$ cat src/rtl/tuser_merge_fifo.sv
// Merges per-packet metadata tuples onto an AXIS packet stream as tuser.
// Tuples queue in a small FIFO so they may arrive before their packets.
module tuser_merge_fifo #(
  parameter int DATA_WIDTH       = 256,
  parameter int TUPLE_WIDTH      = 128,
  parameter int TUPLE_DEPTH      = 4,
  parameter int TUSER_FIRST_ONLY = 0
) (
  input  logic                      tout_aclk,
  input  logic                      tout_arst_n,
  input  logic                      tout_avalid,
  output logic                      tout_aready,
  input  logic [DATA_WIDTH-1:0]     tout_adata,
  input  logic [DATA_WIDTH/8-1:0]   tout_akeep,
  input  logic                      tout_atlast,
  input  logic                      tout_valid,
  output logic                      tout_tready,
  input  logic [TUPLE_WIDTH-1:0]    tout_data,
  output logic                      tout_bvalid,
  input  logic                      tout_bready,
  output logic [DATA_WIDTH-1:0]     tout_bdata,
  output logic [DATA_WIDTH/8-1:0]   tout_bkeep,
  output logic                      tout_btlast,
  output logic [TUPLE_WIDTH-1:0]    tout_btuser,
  output logic [1:0]                dbg_state,
  output logic [31:0]               dbg_pkt_cnt,
  output logic [15:0]               dbg_drop_cnt,
  output logic                      dbg_ovf
);

  localparam int AW = $clog2(TUPLE_DEPTH);
  localparam logic [AW:0] FULL_CNT = (AW+1)'(TUPLE_DEPTH);

  typedef enum logic [1:0] {IDLE = 2'b00, PKT = 2'b01} state_e;

  state_e                     state_q;
  logic [TUPLE_WIDTH-1:0]     fifo_q [TUPLE_DEPTH];
  logic [AW-1:0]              wr_ptr_q, rd_ptr_q;
  logic [AW:0]                cnt_q, cnt_d;
  logic [TUPLE_WIDTH-1:0]     cur_tuple_q, head_tuple, tuser_d;

  logic                       bvalid_q, btlast_q;
  logic [DATA_WIDTH-1:0]      bdata_q;
  logic [DATA_WIDTH/8-1:0]    bkeep_q;
  logic [TUPLE_WIDTH-1:0]     btuser_q;

  logic [31:0]                pkt_cnt_q;
  logic [15:0]                drop_cnt_q;
  logic                       ovf_q;

  logic empty, full, push, pop, drop, slot_free, accept;

  assign empty      = (cnt_q == '0);
  assign full       = (cnt_q == FULL_CNT);
  assign push       = tout_valid & ~full;
  assign drop       = tout_valid & full;
  assign slot_free  = ~bvalid_q | tout_bready;
  assign tout_aready = slot_free & ((state_q == PKT) | ~empty);
  assign accept     = tout_avalid & tout_aready;
  // The head tuple is consumed by the first beat of each packet.
  assign pop        = accept & (state_q == IDLE);
  assign head_tuple = fifo_q[rd_ptr_q];

  always_comb begin
    cnt_d = cnt_q;
    case ({push, pop})
      2'b10:   cnt_d = cnt_q + (AW+1)'(1);
      2'b01:   cnt_d = cnt_q - (AW+1)'(1);
      default: cnt_d = cnt_q;
    endcase
  end

  always_comb begin
    tuser_d = cur_tuple_q;
    if (state_q == IDLE)            tuser_d = head_tuple;
    else if (TUSER_FIRST_ONLY != 0) tuser_d = '0;
  end

  // Tuple storage carries no reset; occupancy alone defines validity.
  always_ff @(posedge tout_aclk) begin
    if (push) fifo_q[wr_ptr_q] <= tout_data;
  end

  always_ff @(posedge tout_aclk or negedge tout_arst_n) begin
    if (!tout_arst_n) begin
      wr_ptr_q <= '0;
      rd_ptr_q <= '0;
      cnt_q    <= '0;
    end else begin
      if (push) wr_ptr_q <= wr_ptr_q + AW'(1);
      if (pop)  rd_ptr_q <= rd_ptr_q + AW'(1);
      cnt_q <= cnt_d;
    end
  end

  always_ff @(posedge tout_aclk or negedge tout_arst_n) begin
    if (!tout_arst_n) begin
      state_q     <= IDLE;
      cur_tuple_q <= '0;
    end else begin
      case (state_q)
        IDLE: if (accept) begin
          cur_tuple_q <= head_tuple;
          if (!tout_atlast) state_q <= PKT;
        end
        PKT:  if (accept && tout_atlast) state_q <= IDLE;
        default: state_q <= IDLE;
      endcase
    end
  end

  // Output slice: load on accept, otherwise retire the beat once taken.
  always_ff @(posedge tout_aclk or negedge tout_arst_n) begin
    if (!tout_arst_n) begin
      bvalid_q <= 1'b0;
      bdata_q  <= '0;
      bkeep_q  <= '0;
      btlast_q <= 1'b0;
      btuser_q <= '0;
    end else if (accept) begin
      bvalid_q <= 1'b1;
      bdata_q  <= tout_adata;
      bkeep_q  <= tout_akeep;
      btlast_q <= tout_atlast;
      btuser_q <= tuser_d;
    end else if (tout_bready) begin
      bvalid_q <= 1'b0;
    end
  end

  always_ff @(posedge tout_aclk or negedge tout_arst_n) begin
    if (!tout_arst_n) begin
      pkt_cnt_q  <= '0;
      drop_cnt_q <= '0;
      ovf_q      <= 1'b0;
    end else begin
      if (bvalid_q && tout_bready && btlast_q) pkt_cnt_q <= pkt_cnt_q + 32'd1;
      if (drop) begin
        ovf_q <= 1'b1;
        if (drop_cnt_q != 16'hFFFF) drop_cnt_q <= drop_cnt_q + 16'd1;
      end
    end
  end

  assign tout_tready  = ~full;
  assign tout_bvalid  = bvalid_q;
  assign tout_bdata   = bdata_q;
  assign tout_bkeep   = bkeep_q;
  assign tout_btlast  = btlast_q;
  assign tout_btuser  = btuser_q;
  assign dbg_state    = state_q;
  assign dbg_pkt_cnt  = pkt_cnt_q;
  assign dbg_drop_cnt = drop_cnt_q;
  assign dbg_ovf      = ovf_q;

endmodule

$ cat config.mk
export PLATFORM = sky130hd
export DESIGN_NAME = tuser_merge_fifo
export DESIGN_NICKNAME = d
export VERILOG_FILES = /design/src/rtl/tuser_merge_fifo.sv
export SDC_FILE = /design/constraint.sdc
export NUM_CORES = 2
export LEC_CHECK = 0
export ABC_AREA = 1
export BUFFER_PORTS_ARGS = -buffer_cell sky130_fd_sc_hd__buf_2
export CAP_MARGIN = 5
export CORE_AREA = 2 2 350 352
export CTS_BUF_LIST = sky130_fd_sc_hd__clkbuf_8
export CTS_CLUSTER_DIAMETER = 120
export CTS_CLUSTER_SIZE = 28
export DETAILED_ROUTE_END_ITERATION = 10
export DIE_AREA = 0 0 352 354
export PLACE_DENSITY = 0.68
export SYNTH_ARGS = -nofsm -noshare
export SYNTH_HDL_FRONTEND = slang
export SYNTH_SLANG_ARGS = --single-unit
$ cat constraint.sdc
create_clock -name tout_aclk -period 11.5 [get_ports tout_aclk]
set_input_delay 2.3 -clock tout_aclk [delete_from_list [all_inputs] [get_ports tout_aclk]]
set_output_delay 2.3 -clock tout_aclk [all_outputs]
set_load 0.01 [all_outputs]
==> run summary <==
Die H: 354 um
Worst EP arrival: 6.16 ns
final setup TNS: 0 ns
worst slew pin tran: 1.16 ns
# hold bufs at CTS: 0
Critical Path RT: 12.17 ns
Setup CP Type: in -> reg
Syn Nets: 4532
H-tree Lvls: 2
area delta synth->final: 15.9%
die area: 0.125 mm2
worst hold slack: 0.490 ns
Final Cycle Share: 47.7%
post-CTS sizing: 0
count of final setup violators: 0
layout cell share with drive strength beyond 1: 20.3%
HPWL Detailed: 87800 um
Setup crit end kind: flip-flop
grt peak-use layer: met2
status: complete, no violations
crit start category: input port
number of setup buffers added after CTS: 0
Yosys warnings: 0
worst ir drop on vdd: 185 uV
cell chain of the critical path: buf_2 -> inv_1 -> nand2_1 -> nand3_4 -> buf_12 -> nor2_4 -> buf_4 -> inv_4 -> buf_4 -> nand2_1 -> nand2_1
1st-iter DRT viols: 2784
sequential area share after synthesis: 70.9%
number of buffers added on ports: 891
Nets: 5276
Synth Flop Type: dfrtp_1
Max-slew headroom: 22.4%
DRT Pass-1 Iters: 5
EDFF count, synth: 512
HP Class: reg -> reg
first-pass GRT wire length: 197000 um
initial antenna violation count: 50
Critical path buffers and inverters: 6
dpl ws: 5.19 ns
site row count: 128
Yosys top cell by area: edfxtp_1
Final Skew: 0.0387 ns
Max Slew Vio Count: 0
Achievable Freq: 0.182 GHz
IO Pins: 893
most common cell in the synthesized netlist: nand2_1
setup ws final: 6.01 ns
DRC: 0
Worst-Skew Late Latency: 0.80 ns
CP most frequent cell: nand2_1
synthesized area per cell: 10.5 um2
antenna-violating nets left: 0
clock sink total: 1115
CTS Root Cell: clkbuf_8
top cell type's share of synthesized area: 35.8%
Worst-path clk slew: 0.15 ns
M3 GR Usage: 5.44%
unrepaired setup endpoints after global routing: false
Tmin final: 5.49 ns
Cell Area, Synth: 0.0430 mm2
core area: 0.121 mm2
Via-to-Cell Ratio: 4.90
TritonCTS clock tree: built
Pleak: 23.2 nW
Critical Path Fanout Max: 130
vias in the first global route: 30.5k
largest net degree at the start of global routing: 205
Synth Instances: 4102
post-synth cell types: 29
Max-Cap Viols: 0
largest cells by area after synthesis: edfxtp_1 36%, dfrtp_1 35%, nand2_1 13%, nor2_1 3.7%, o21ai_0 3.5%
pwr/cell area: 223 mW/mm2
Final Hold Fails: 0
Initial Util: 35.5%
slowest CP cell: buf_4
gpl congestion: 0.927
Yosys reg bits: 1115
GR Overflow Total: 0
met2 Resource Use GR: 34.6%
gr usage total: 20.5%
met1 Usage GRT: 25.9%
DR WL/cell: 20.3 um
top post-synthesis cells by count: 1512 x nand2_1, 603 x dfrtp_1, 512 x edfxtp_1, 427 x nor2_1, 303 x o21ai_0
worst stage delay on the critical path: 0.70 ns
critical path's top delay family: buffers and inverters
share of flip-flops with an asynchronous set or reset: 54.1%
CTS max path bufs: 3
via count: 31.9k
Routed Wire Length: 132000 um
Die W: 352 um
total CTS buffers: 47
logic make-up (layout without fill, tap and decap cells):
| group | Yosys count | count (layout) | share of synthesized area, % |
|---|---|---|---|
| and+or+nand+nor | 2264 | 2264 | 20.8 |
| AOI/OAI and AO/OA | 398 | 398 | 4.64 |
| buffers and inverters | 286 | 1063 | 2.75 |
| other | 1 | 14 | 0.00873 |
| adders and majority gates | 8 | 8 | 0.250 |
| DFF | 1115 | 1115 | 70.9 |
| xor gates and xnor gates | 30 | 30 | 0.611 |
area by class of cell:
type	instances	area, um2
Antenna cell	13	32.5
Clock buffer	49	674
Clock inverter	33	191
Fill cell	11696	71100
Inverter	64	255
Multi-Input combinational cell	2701	11400
Sequential cell	1115	30500
Tap cell	1625	2030
Timing Repair Buffer	917	4790
layer usage:
metal	wire [um]	part of all wire [%]
met5	462	0.35
met4	4280	3.2
met3	10000	7.6
met2	64700	49
met1	52700	40
where the power goes:
| group | switching [mW] | internal [mW] | total (mW) |
|---|---|---|---|
| logic | 2.45 | 1.14 | 3.58 |
| clock network | 1.20 | 0.418 | 1.62 |
| registers | 0.597 | 5.29 | 5.88 |
per-stage QoR:
stage | power [mW] | utilization [%] | instance area (um2) | instances
final | 11.1 | 41.2 | 49800 | 6517
after global routing | 11.8 | 41.2 | 49800 | 6510
after CTS | 11.2 | 41.2 | 49800 | 6504
after detailed placement | 9.59 | 40.5 | 48900 | 6422
after global placement | 9.50 | 40.5 | 48900 | 6422
after floorplan | 8.00 | - | 43000 | 4102
registers in the layout, summed over array words and instances (netlist names), 2 cells and up:
signal and flops:
tout_bdata 256, cur_tuple_q 128, tout_btuser 128, wr_ptr_q 2, fifo_q 512, dbg_pkt_cnt 32
cnt_q 3, tout_bkeep 32, rd_ptr_q 2, dbg_drop_cnt 16
placed cells by master (no fill, tap or decap), types with 2 or more instances in the layout:
master	n
inv_8	2
xor2_1	14
diode_2	13
buf_12	10
xnor2_1	16
buf_4	16
nor2_4	5
o21ai_1	92
nor3_1	7
clkbuf_8	49
nand4_1	16
nor2_2	2
inv_12	3
o21ai_0	303
nor2_1	423
inv_6	3
and2_1	2
inv_1	86
dfrtp_1	600
edfxtp_1	512
nand3b_1	5
nand3_1	288
ha_1	7
dfrtp_4	3
buf_2	890
nand2_1	1512
a21oi_1	2
final timing paths:
kind | startpoint | to | slack [ns] | cells past startpoint
hold reg to reg | tout_bdata[9]$_DFFE_PN0N_ | tout_bdata[9]$_DFFE_PN0N_ | 0.49 | 2
max in group asynchronous | tout_arst_n | rd_ptr_q[1]$_DFFE_PN0P_ | 7.93 | 3
hold / removal | tout_bdata[9]$_DFFE_PN0N_ | tout_bdata[9]$_DFFE_PN0N_ | 0.49 | 2
setup reg to reg | dbg_state[0]$_DFFE_PN0P_ | cur_tuple_q[98]$_DFFE_PN0P_ | 6.51 | 10
min in group asynchronous | tout_arst_n | tout_bdata[21]$_DFFE_PN0N_ | 1.53 | 1
setup / recovery | tout_bready | cur_tuple_q[98]$_DFFE_PN0P_ | 6.01 | 11
tightest hold or removal path: stages (launching register included):
cell	delay [ns]
dfrtp_1	0.36
nand2_1	0.05
nand2_1	0.06
Power figures use the tool's default switching activity.
